<file path="src/rtl/spirit_line_scheduler_if.sv">
// Bundle between the line scheduler, the video timing generator, the sprite
// memory read port and the line renderer.
//   i_line_start/i_line_y : line evaluation request from timing
//   o_spirit_idx          : read index to sprite memory (1-cycle latency)
//   i_spirit_struct       : 64-bit sprite struct for last cycle's index
//   o_busy/o_done/o_overflow : scan status
//   o_slot_*              : flattened slot outputs, slot n at [n*W +: W]
interface spirit_line_scheduler_if #(
  parameter int IDX_W        = 5,
  parameter int MAX_PER_LINE = 8
);
  logic                          i_line_start;
  logic [15:0]                   i_line_y;
  logic [IDX_W-1:0]              o_spirit_idx;
  logic [63:0]                   i_spirit_struct;
  logic                          o_busy;
  logic                          o_done;
  logic                          o_overflow;
  logic [MAX_PER_LINE-1:0]       o_slot_valid;
  logic [MAX_PER_LINE*IDX_W-1:0] o_slot_idx;
  logic [MAX_PER_LINE*16-1:0]    o_slot_x;
  logic [MAX_PER_LINE*8-1:0]     o_slot_row;

  // environment side: timing generator + sprite memory + renderer
  modport master (
    output i_line_start, i_line_y, i_spirit_struct,
    input  o_spirit_idx, o_busy, o_done, o_overflow,
           o_slot_valid, o_slot_idx, o_slot_x, o_slot_row
  );

  // scheduler side
  modport slave (
    input  i_line_start, i_line_y, i_spirit_struct,
    output o_spirit_idx, o_busy, o_done, o_overflow,
           o_slot_valid, o_slot_idx, o_slot_x, o_slot_row
  );
endinterface

</file>
<file path="src/rtl/spirit_line_scheduler.sv">
// Per-scanline sprite evaluator. On a line-start pulse it walks every sprite
// index (one per cycle), evaluates the returned struct one cycle later and
// packs up to MAX_PER_LINE covering sprites into output slots.
// Ports:
//   clk   : rising-edge clock
//   rst_n : asynchronous active-low reset
//   bus   : spirit_line_scheduler_if.slave (request, memory read, slots)
module spirit_line_scheduler #(
  parameter int SPIRIT_COUNT = 32,
  parameter int IDX_W        = 5,
  parameter int MAX_PER_LINE = 8
) (
  input  logic                    clk,
  input  logic                    rst_n,
  spirit_line_scheduler_if.slave  bus
);
  localparam int FILL_W = $clog2(MAX_PER_LINE + 1);
  localparam logic [IDX_W-1:0]  IDX_MAX  = IDX_W'(SPIRIT_COUNT - 1);
  localparam logic [IDX_W:0]    CNT_LAST = (IDX_W + 1)'(SPIRIT_COUNT);
  localparam logic [FILL_W-1:0] FILL_MAX = FILL_W'(MAX_PER_LINE);

  typedef enum logic {IDLE, SCAN} state_t;

  state_t                                state;
  logic [15:0]                           line_y;
  logic [IDX_W-1:0]                      idx;
  // cnt = cycles since scan start; struct for index cnt-1 is on the bus
  // whenever cnt != 0, the last one when cnt == SPIRIT_COUNT.
  logic [IDX_W:0]                        cnt;
  logic [FILL_W-1:0]                     fill;
  logic                                  done;
  logic                                  overflow;
  logic [MAX_PER_LINE-1:0]               slot_valid;
  logic [MAX_PER_LINE-1:0][IDX_W-1:0]    slot_idx;
  logic [MAX_PER_LINE-1:0][15:0]         slot_x;
  logic [MAX_PER_LINE-1:0][7:0]          slot_row;

  // struct decode and hit test (unsigned 17-bit, no wrap)
  logic [15:0]    s_x, s_y;
  logic [7:0]     s_h;
  logic           s_en;
  logic [16:0]    diff;
  logic           hit;
  logic [IDX_W:0] cnt_m1;
  logic [IDX_W-1:0] eval_idx;

  assign s_x      = bus.i_spirit_struct[15:0];
  assign s_y      = bus.i_spirit_struct[31:16];
  assign s_h      = bus.i_spirit_struct[39:32];
  assign s_en     = bus.i_spirit_struct[40];
  assign diff     = {1'b0, line_y} - {1'b0, s_y};
  assign hit      = s_en && (line_y >= s_y) && (diff < {9'd0, s_h});
  assign cnt_m1   = cnt - 1'b1;
  assign eval_idx = cnt_m1[IDX_W-1:0];

  always_ff @(posedge clk or negedge rst_n) begin
    if (!rst_n) begin
      state      <= IDLE;
      line_y     <= '0;
      idx        <= '0;
      cnt        <= '0;
      fill       <= '0;
      done       <= 1'b0;
      overflow   <= 1'b0;
      slot_valid <= '0;
      slot_idx   <= '0;
      slot_x     <= '0;
      slot_row   <= '0;
    end else begin
      done <= 1'b0;
      // a new request always wins, including over the final evaluation,
      // so an aborted line never reports done
      if (bus.i_line_start) begin
        state      <= SCAN;
        line_y     <= bus.i_line_y;
        idx        <= '0;
        cnt        <= '0;
        fill       <= '0;
        overflow   <= 1'b0;
        slot_valid <= '0;
        slot_idx   <= '0;
        slot_x     <= '0;
        slot_row   <= '0;
      end else if (state == SCAN) begin
        if (idx != IDX_MAX) idx <= idx + 1'b1;
        cnt <= cnt + 1'b1;
        if (cnt != '0 && hit) begin
          if (fill == FILL_MAX) begin
            overflow <= 1'b1;
          end else begin
            // slots fill in order, so the fill count is the lowest free slot
            for (int n = 0; n < MAX_PER_LINE; n++) begin
              if (fill == FILL_W'(n)) begin
                slot_valid[n] <= 1'b1;
                slot_idx[n]   <= eval_idx;
                slot_x[n]     <= s_x;
                slot_row[n]   <= diff[7:0];
              end
            end
            fill <= fill + 1'b1;
          end
        end
        if (cnt == CNT_LAST) begin
          state <= IDLE;
          done  <= 1'b1;
        end
      end
    end
  end

  assign bus.o_spirit_idx = idx;
  assign bus.o_busy       = (state == SCAN);
  assign bus.o_done       = done;
  assign bus.o_overflow   = overflow;
  assign bus.o_slot_valid = slot_valid;
  assign bus.o_slot_idx   = slot_idx;
  assign bus.o_slot_x     = slot_x;
  assign bus.o_slot_row   = slot_row;
endmodule

</file>
<file path="src/flat_wrapper.sv">
// flat-port wrapper written by rule: the top's interface ports become plain ports
module spirit_line_scheduler_flat 
#(
  parameter int SPIRIT_COUNT = 32,
  parameter int IDX_W        = 5,
  parameter int MAX_PER_LINE = 8
)
  (clk, rst_n, bus_i_line_start, bus_i_line_y, bus_i_spirit_struct, bus_o_spirit_idx, bus_o_busy, bus_o_done, bus_o_overflow, bus_o_slot_valid, bus_o_slot_idx, bus_o_slot_x, bus_o_slot_row);
  spirit_line_scheduler_if #(.IDX_W(IDX_W), .MAX_PER_LINE(MAX_PER_LINE)) bus_i ();
  input  logic clk;
  input  logic rst_n;
  input wire logic [$bits(bus_i.i_line_start)-1:0] bus_i_line_start;
  input wire logic [$bits(bus_i.i_line_y)-1:0] bus_i_line_y;
  input wire logic [$bits(bus_i.i_spirit_struct)-1:0] bus_i_spirit_struct;
  output wire logic [$bits(bus_i.o_spirit_idx)-1:0] bus_o_spirit_idx;
  output wire logic [$bits(bus_i.o_busy)-1:0] bus_o_busy;
  output wire logic [$bits(bus_i.o_done)-1:0] bus_o_done;
  output wire logic [$bits(bus_i.o_overflow)-1:0] bus_o_overflow;
  output wire logic [$bits(bus_i.o_slot_valid)-1:0] bus_o_slot_valid;
  output wire logic [$bits(bus_i.o_slot_idx)-1:0] bus_o_slot_idx;
  output wire logic [$bits(bus_i.o_slot_x)-1:0] bus_o_slot_x;
  output wire logic [$bits(bus_i.o_slot_row)-1:0] bus_o_slot_row;
  assign bus_i.i_line_start = bus_i_line_start;
  assign bus_i.i_line_y = bus_i_line_y;
  assign bus_i.i_spirit_struct = bus_i_spirit_struct;
  assign bus_o_spirit_idx = bus_i.o_spirit_idx;
  assign bus_o_busy = bus_i.o_busy;
  assign bus_o_done = bus_i.o_done;
  assign bus_o_overflow = bus_i.o_overflow;
  assign bus_o_slot_valid = bus_i.o_slot_valid;
  assign bus_o_slot_idx = bus_i.o_slot_idx;
  assign bus_o_slot_x = bus_i.o_slot_x;
  assign bus_o_slot_row = bus_i.o_slot_row;
  spirit_line_scheduler #(.SPIRIT_COUNT(SPIRIT_COUNT), .IDX_W(IDX_W), .MAX_PER_LINE(MAX_PER_LINE)) u_core (.clk(clk), .rst_n(rst_n), .bus(bus_i));
endmodule
</file>
<file path="config.mk">
export PLATFORM = sky130hd
export DESIGN_NAME = spirit_line_scheduler_flat
export DESIGN_NICKNAME = d
export VERILOG_FILES = /design/src/rtl/spirit_line_scheduler_if.sv /design/src/rtl/spirit_line_scheduler.sv /design/src/flat_wrapper.sv
export SDC_FILE = /design/constraint.sdc
export NUM_CORES = 1
export LEC_CHECK = 0
export CAP_MARGIN = 25
export CORE_MARGIN = 5
export CORE_UTILIZATION = 50
export DETAILED_ROUTE_END_ITERATION = 10
export GPL_ROUTABILITY_DRIVEN = 0
export PLACE_DENSITY = 0.81
export SYNTH_ARGS = -nofsm -noshare
export SYNTH_HDL_FRONTEND = slang
export SYNTH_SLANG_ARGS = --single-unit
export TNS_END_PERCENT = 30
</file>
<file path="constraint.sdc">
create_clock -name clk -period 4.6 [get_ports clk]
set_input_delay 0.92 -clock clk [delete_from_list [all_inputs] [get_ports clk]]
set_output_delay 0.92 -clock clk [all_outputs]
set_load 0.005 [all_outputs]
</file>
==> metrics.md, run 1 <==
| Metric | Value |
|---|---|
| Post-CTS Resized | 0 |
| Hold Vio Cnt, Final | 0 |
| Routed via count | 9697 |
| Pwr/cell area | between 200 and 300 mW/mm² |
| Die X | about 170 µm |
| Hpwl dp | 25110 µm |
| Crit end category | register |
| Ratio of cells with drive above 1 in the final layout | slightly above 8% |
| Final Cycle Share | 90.41% |
| Dpl cell area | 0.01702 mm² |
| Clock Tree Buf Depth | 3 |
| Final worst hold slack | roughly 0.46 ns |
| Inserted Clock Buffers | 29 |
| # IOs | 331 |
| VDD IR max | roughly 0.00025 V |
| Yosys cell types | 59 |
| Critical path type | primary input to register |
| Largest fanout on the critical path | 18 |
| Antenna cells | 0 |
| Area growth syn-to-layout | 32.09% |
| Clock skew | 0.01786 ns |
| IO Port Bufs | 307 |
| Slew of the pin with the lowest slew margin | 0.9033 ns |
| Initial DRT Pass Iterations | 5 |
| EDFF count, synth | 0 |
| CP Data Required Time | 4.99 ns |
| Critical path data arrival time | 4.54 ns |
| Max_cap viols | 0 |
| Final Net Count | 1572 |
| P_sw | 1.321 mW |
| # setup viols final | 0 |
| Post-Route M1 WL | 15260 µm |
| Final instance area | 0.01797 mm² |
| Clock Latency Late Sink | 0.55 ns |
| Total global routing overflow | 0 |
| DR WL met2 | 17770 µm |
| Detail Route Antenna Nets | 0 |
| FFs w/ async S/R, synth | 100.0% |
| Postcts setup bufs | 0 |
| Logic pwr share | 11.7% |
| Initial core utilization | 50.62% |
| Met3 routed WL | 1706 µm |
| Seq/Total Area, Yosys | 50.40% |
| Main synth FF type | dfrtp_1 |
| Yosys Warn Count | 0 |
| Rows | 60 |
| Commonest cells after routing, fill and taps aside | clkdlybuf4s50_1, dfrtp_1, nand2b_1 |
| Die H | 175.0 µm |
| Minimum clock period | 4.159 ns |
| Max Fclk | 240.5 MHz |
| Initial antenna violation count | 0 |
| Net Sw Frac | 24.56% |
| Mapped Cells | 1178 |
| Clock transition at path regs | 0.06 ns |
| Placeable Area | 0.02688 mm² |
| Internal | 4.057 mW |
| Flop pwr share | a little under half |
| RSZ-0062 raised after global routing | no |
| Status | completed |
| Max_slew headroom | about two fifths |
| Worst hold path class | primary input to async pin |
| Vias in the first global route | 10200 |
| Clock power share | a little over two fifths |
| Initial DRC count | 734 |
| Vias per inst | 5.328 |
| Die area | 0.03061 mm² |
| #FFs+latches synth | 274 |
| CP startpoint kind | primary input |
| Leak | 9.312 nW |
| Clock tree sinks | 274 |
| CTS tree | done |
| Slew Limit Fails | 0 |
| Syn_nets | 1294 |
| Post-CTS Hold Fix Bufs | 0 |
| Drt wl/cell | 19.74 µm |
| GRT Overall Usage | 23.13% |
| Synthesized area per cell | 11.55 µm² |
| Synth Cell Area | around 0.014 mm² |
| H-tree levels | 1 |
| CTS root buf | clkbuf_16 |
| Total wire length | between 30000 and 40000 µm |
| Global-route wire length before repair | 57280 µm |
| DRC | 0 |
| Largest net degree at the start of global routing | 150 |
| Commonest non-fill, non-tap cell in the layout | clkdlybuf4s50_1 |
| Top sig layer | met4 |
-- per-stage QoR --
stage                     cells  TNS, ns  util [%]  total power, mW  setup WS [ns]
after floorplan            1178        0         -            2.885         0.6778
after global placement     1766   -7.450     63.31            3.102       -0.07253
after detailed placement   1766   -12.35     63.31            3.115        -0.1126
after CTS                  1820        0     66.87            5.426         0.4575
after global routing       1820        0     66.87            5.596         0.1341
final                      1820        0     66.87            5.378         0.4411
-- power by group through the flow --
stage               sequential (mW)  clock [mW]  combinational (mW)
floorplan                      2.48           0               0.402
global placement               2.49           0               0.617
detailed placement             2.49           0               0.628
CTS                            2.44        2.35               0.631
global route                   2.44        2.45               0.701
finish                         2.44        2.31               0.630
-- routing by layer --
layer	global-route usage, %	vias to the layer above
met3	4.024	66
met2	39.67	279
met4	6.579	0
li1	-	4502
met5	0	-
met1	30.39	4850
-- final timing paths --
check / cells after the start / to / start / slack (ns)
worst min register to register: 2 / u_core.bus.o_overflow$_DFFE_PN0P_ / u_core.bus.o_overflow$_DFFE_PN0P_ / 0.51
max in group asynchronous: 2 / u_core.bus.o_slot_x[67]$_DFFE_PN0P_ / rst_n / 3.15
worst max-delay path: 17 / u_core.bus.o_slot_x[108]$_DFFE_PN0P_ / bus_i_spirit_struct[16] / 0.44
worst min-delay path: 1 / u_core.bus.o_slot_idx[18]$_DFFE_PN0P_ / rst_n / 0.46
worst max register to register: 17 / u_core.bus.o_slot_x[108]$_DFFE_PN0P_ / u_core.line_y[0]$_DFFE_PN0P_ / 0.90
min in group clk: 2 / u_core.bus.o_overflow$_DFFE_PN0P_ / u_core.bus.o_overflow$_DFFE_PN0P_ / 0.51
-- cells in the mapped netlist, drive strengths merged, types with 2 or more instances --
master   number  area, µm²
nor3b         2      15.01
mux2i       237       2372
o211a         3      30.03
or2           4      25.02
and3         11      68.82
clkbuf       37      138.9
nor4          3      25.02
ha           32      400.4
a41oi         2      17.52
a21o          3      22.52
o211ai        3      22.52
o2111a        2      22.52
and2          5      33.78
inv          40      150.1
xnor2         8      70.07
a2111oi       3      26.28
nand3        15      175.2
a211o         2      17.52
nand4        10      62.56
nand2b      263       1645
a31o          2      17.52
dfrtp       274       6857
buf          60      434.2
o21ai        11      55.05
nor2         26      97.59
o2111ai       2      17.52
nand2        30      112.6
a21oi        27      135.1
xor2          9      78.83
and4          2      17.52
a211oi        2      20.02
mux2         16      180.2
nor3          6      30.03
o21a          5      38.79
nor2b         5      31.28
or3           4      25.02
-- critical path, cell delays in order --
cell             delay, ns
clkdlybuf4s50_1       0.41
ha_1                  0.22
fa_1                  0.39
nor2b_1               0.22
o31ai_2               0.10
nand2_1               0.11
xor2_1                0.23
ha_1                  0.30
o2111a_1              0.25
nand2_1               0.10
nand3_1               0.08
nor4_1                0.27
and4_1                0.28
buf_12                0.17
nand3_4               0.12
buf_12                0.22
mux2i_1               0.14
-- cell families (layout without fill, tap and decap cells) --
group,Yosys count,in the layout,share of synthesized area (%)
fa+ha+maj,33,33,3.090
flops,274,274,50.40
compound gates,76,76,3.835
xor+xnor,17,17,1.094
buf+inv,137,438,5.315
mux,253,253,18.76
simple gates,388,388,17.51
-- area by class of cell --
cell class | instances | area, µm²
fill | 2034 | 8905
clock buffer | 47 | 883.3
tap | 341 | 426.7
clock inverter | 7 | 71.32
timing repair buffer | 344 | 3557
sequential | 274 | 6857
multi-input combinational | 767 | 6026
inverter | 40 | 150.1
-- state kept, by name, indices dropped and copies added (netlist names) --
name,cells
u_core.bus.o_busy,1
u_core.bus.o_overflow,1
u_core.bus.o_done,1
u_core.bus.o_slot_idx,40
u_core.bus.o_slot_row,64
u_core.fill,4
u_core.line_y,16
u_core.cnt,6
u_core.bus.o_slot_valid,8
u_core.bus.o_spirit_idx,5
u_core.bus.o_slot_x,128
Note: power is estimated with default switching activity, not from simulation.
==> run 2: changes to the inputs <==
Settings changed: ABC_CLOCK_PERIOD_IN_PS set to 4600, CORE_ASPECT_RATIO set to 1.1.
==> run 2 against run 1 <==
  * Design area grew 0.42%
  * Non-clock buffer count grew 9
  * Critical endpoint is now u_core.bus.o_slot_x[10]$_DFFE_PN0P_
  * Sequential power is essentially flat
==> metrics.md, run 2 (synthesis gave the netlist of run 1 again) <==
| Metric | Value |
|---|---|
| Dpl cell area | 0.01710 mm² (+0.51%) |
| Reg2reg end | u_core.bus.o_slot_x[10]$_DFFE_PN0P_ |
| Met3 routed WL | 2008 µm (+18%) |
| Worst hold path class | primary input to async pin |
| VDD IR max | 0.0002791 V (+12%) |
| Die X | 167.3 µm (-4.4%) |
| Leak | 9.364 nW (+0.56%) |
| DR WL met2 | 18310 µm (+3.0%) |
| Final Net Count | 1580 (+0.51%) |
| Inserted Clock Buffers | 28 (-3.4%) |
| GRT Overall Usage | 22.71% (-0.42 points) |
| Worst path bufs/invs | 4 (+1) |
| Die area | 0.03061 mm² (about the same) |
| Area growth syn-to-layout | 32.64% |
| Critical path data arrival time | 4.67 ns (+0.13 ns) |
| RSZ-0062 raised after global routing | no |
| CTS root buf | clkbuf_16 |
| Util after Layout | 67.14% (+0.27 points) |
| Clock Latency Late Sink | 0.53 ns (-0.02 ns) |
| Detail Route Antenna Nets | 0 (unchanged) |
| CP startpoint kind | primary input |
| CTS tree | done |
| # IOs | 331 (unchanged) |
| Status | completed |
| Initial DRC count | 630 (-14%) |
| Max_cap viols | 0 (unchanged) |
| Ratio of cells with drive above 1 in the final layout | 8.889% (+0.84 points) |
| Clock skew | 0.01076 ns (-0.007098 ns) |
| Max_slew headroom | 31.87% (-7.9 points) |
| CP max-delay cell | clkdlybuf4s50_1 |
| Post-Layout Cell Count | 1842 (+1.2%) |
| Max Fclk | 233.4 MHz (-2.9%) |
| Drt wl/cell | 19.55 µm (-0.97%) |
| Total wire length | 36010 µm (+0.23%) |
| Largest register FFs | 128 (unchanged) |
| Final setup TNS | 0 ns (unchanged) |
| Total global routing overflow | 0 (unchanged) |
| Post-CTS Resized | 0 (unchanged) |
| Net Sw Frac | 24.56% (about the same) |
| Post-Route M1 WL | 14610 µm (-4.2%) |
| Critical path type | primary input to register |
| Commonest cells after routing, fill and taps aside | clkdlybuf4s50_1, dfrtp_1, nand2b_1 |
| Vias per inst | 5.259 (-1.3%) |
| Clock Tree Buf Depth | 3 (unchanged) |
| Setup WS pre-CTS | -0.1596 ns (-0.04703 ns) |
| CP Data Required Time | 4.98 ns (about the same) |
| Placed cell count | 1791 (+1.4%) |
| Total chip power | 5.372 mW (-0.11%) |
| Worst r2r src | u_core.line_y[0]$_DFFE_PN0P_ |
| Commonest non-fill, non-tap cell in the layout | clkdlybuf4s50_1 |
| Pwr/cell area | 297.7 mW/mm² (-0.52%) |
| Hpwl dp | 25730 µm (+2.5%) |
| CP peak stage delay | 0.47 ns (+0.06 ns) |
| H-tree levels | 1 (unchanged) |
| Logic pwr share | 11.9% (+0.2 points) |
| Postcts setup bufs | 0 (unchanged) |
| Routed via count | 9687 (-0.10%) |
| IO Port Bufs | 307 (unchanged) |
| Final Cycle Share | 93.16% (+2.7 points) |
| Clock power share | 42.6% (-0.3 points) |
| Top sig layer | met4 |
| Minimum clock period | 4.285 ns (+0.1263 ns) |
| Vias in the first global route | 9965 (-2.3%) |
| FILL cells | 2014 (-0.98%) |
| Clock tree sinks | 274 (unchanged) |
| Final worst hold slack | 0.4736 ns (+0.01558 ns) |
| Flop pwr share | 45.5% (about the same) |
| Initial core utilization | 50.62% (about the same) |
| Crit path cell chain | clkdlybuf4s50_1 > inv_1 > ha_1 > o211ai_1 > a21oi_1 > nand2b_1 > a31oi_1 > xnor2_1 > ha_1 > o2111a_1 > nand2_1 > nand3_1 > nor4_1 > and4_1 > buf_12 > nand3_4 > buf_12 > mux2i_1 |
| Placeable Area | 0.02688 mm² (about the same) |
| Final instance area | 0.01805 mm² (+0.42%) |
| Global-route wire length before repair | 56310 µm (-1.7%) |
| # setup viols final | 0 (unchanged) |
| Initial DRT Pass Iterations | 6 (+1) |
| Initial antenna violation count | 0 (unchanged) |
| Clock transition at path regs | 0.06 ns (about the same) |
| Top delay family on crit path | simple AND/OR/NAND/NOR gates |
| Reg2reg path depth | 18 (+1) |
| P_sw | 1.319 mW (-0.13%) |
| Slew of the pin with the lowest slew margin | 1.022 ns (+0.1186 ns) |
| Internal | 4.053 mW (about the same) |
| Die H | 183.0 µm (+4.6%) |
| Rows | 63 (+5.0%) |
| Antenna cells | 0 (unchanged) |
| DRC | 0 (unchanged) |
| Flop2flop setup slack | 0.83 ns (-0.07 ns) |
| Slew Limit Fails | 0 (unchanged) |
| Largest net degree at the start of global routing | 178 (+19%) |
| Final Worst Setup Slack | 0.3148 ns (-0.1263 ns) |
| Crit end category | register |
| Hold Vio Cnt, Final | 0 (unchanged) |
| Post-CTS Hold Fix Bufs | 0 (unchanged) |
| Largest fanout on the critical path | 20 (+2) |
[run 2: cell count changes in the layout (fill, tap and decap cells not counted)]
cell	before	now
bufinv_16	1	2
buf_4	21	30
clkinvlp_4	0	1
clkbuf_1	9	2
clkinv_4	2	1
inv_6	1	0
clkinv_2	3	10
clkbuf_8	9	6
[run 2: power by group through the flow]
stage / Combinational, mW / Clock [mW] / Sequential, mW
final: 0.640 / 2.29 / 2.44
after global placement: 0.627 / 0 / 2.49
after floorplan: 0.402 / 0 / 2.48
after detailed placement: 0.641 / 0 / 2.49
after global routing: 0.707 / 2.44 / 2.44
after CTS: 0.644 / 2.34 / 2.44
[run 2: metal layers]
layer / up-vias / GRT usage [%]
li1: 4514 / -
met2: 310 / 41.11
met4: 0 / 6.201
met1: 4789 / 28.46
met5: - / 0
met3: 74 / 3.514
[run 2: worst max path at each step]
stage | to | slack (ns) | cells past startpoint | from
after detailed placement | u_core.bus.o_slot_x[59]$_DFFE_PN0P_ | -0.16 | 18 | bus_i_spirit_struct[19]
after CTS | u_core.bus.o_slot_x[10]$_DFFE_PN0P_ | 0.40 | 18 | bus_i_spirit_struct[19]
final | u_core.bus.o_slot_x[10]$_DFFE_PN0P_ | 0.31 | 18 | bus_i_spirit_struct[19]
after global placement | u_core.bus.o_slot_x[59]$_DFFE_PN0P_ | -0.09 | 18 | bus_i_spirit_struct[19]
after global routing | u_core.bus.o_slot_row[27]$_DFFE_PN0P_ | 0.13 | 18 | bus_i_spirit_struct[19]
after floorplan | u_core.fill[3]$_DFFE_PN0P_ | 0.68 | 15 | bus_i_spirit_struct[16]
[run 2: final cells by class]
| type | instances | area [µm²] | area share (%) |
|---|---|---|---|
| clock buffer | 37 | 815.8 | 4.521 |
| clock inverter | 14 | 126.4 | 0.7003 |
| inverter | 40 | 150.1 | 0.8320 |
| multi-input combinational | 767 | 6026 | 33.39 |
| sequential | 274 | 6857 | 37.99 |
| tap | 357 | 446.7 | 2.475 |
| timing repair buffer | 353 | 3625 | 20.09 |
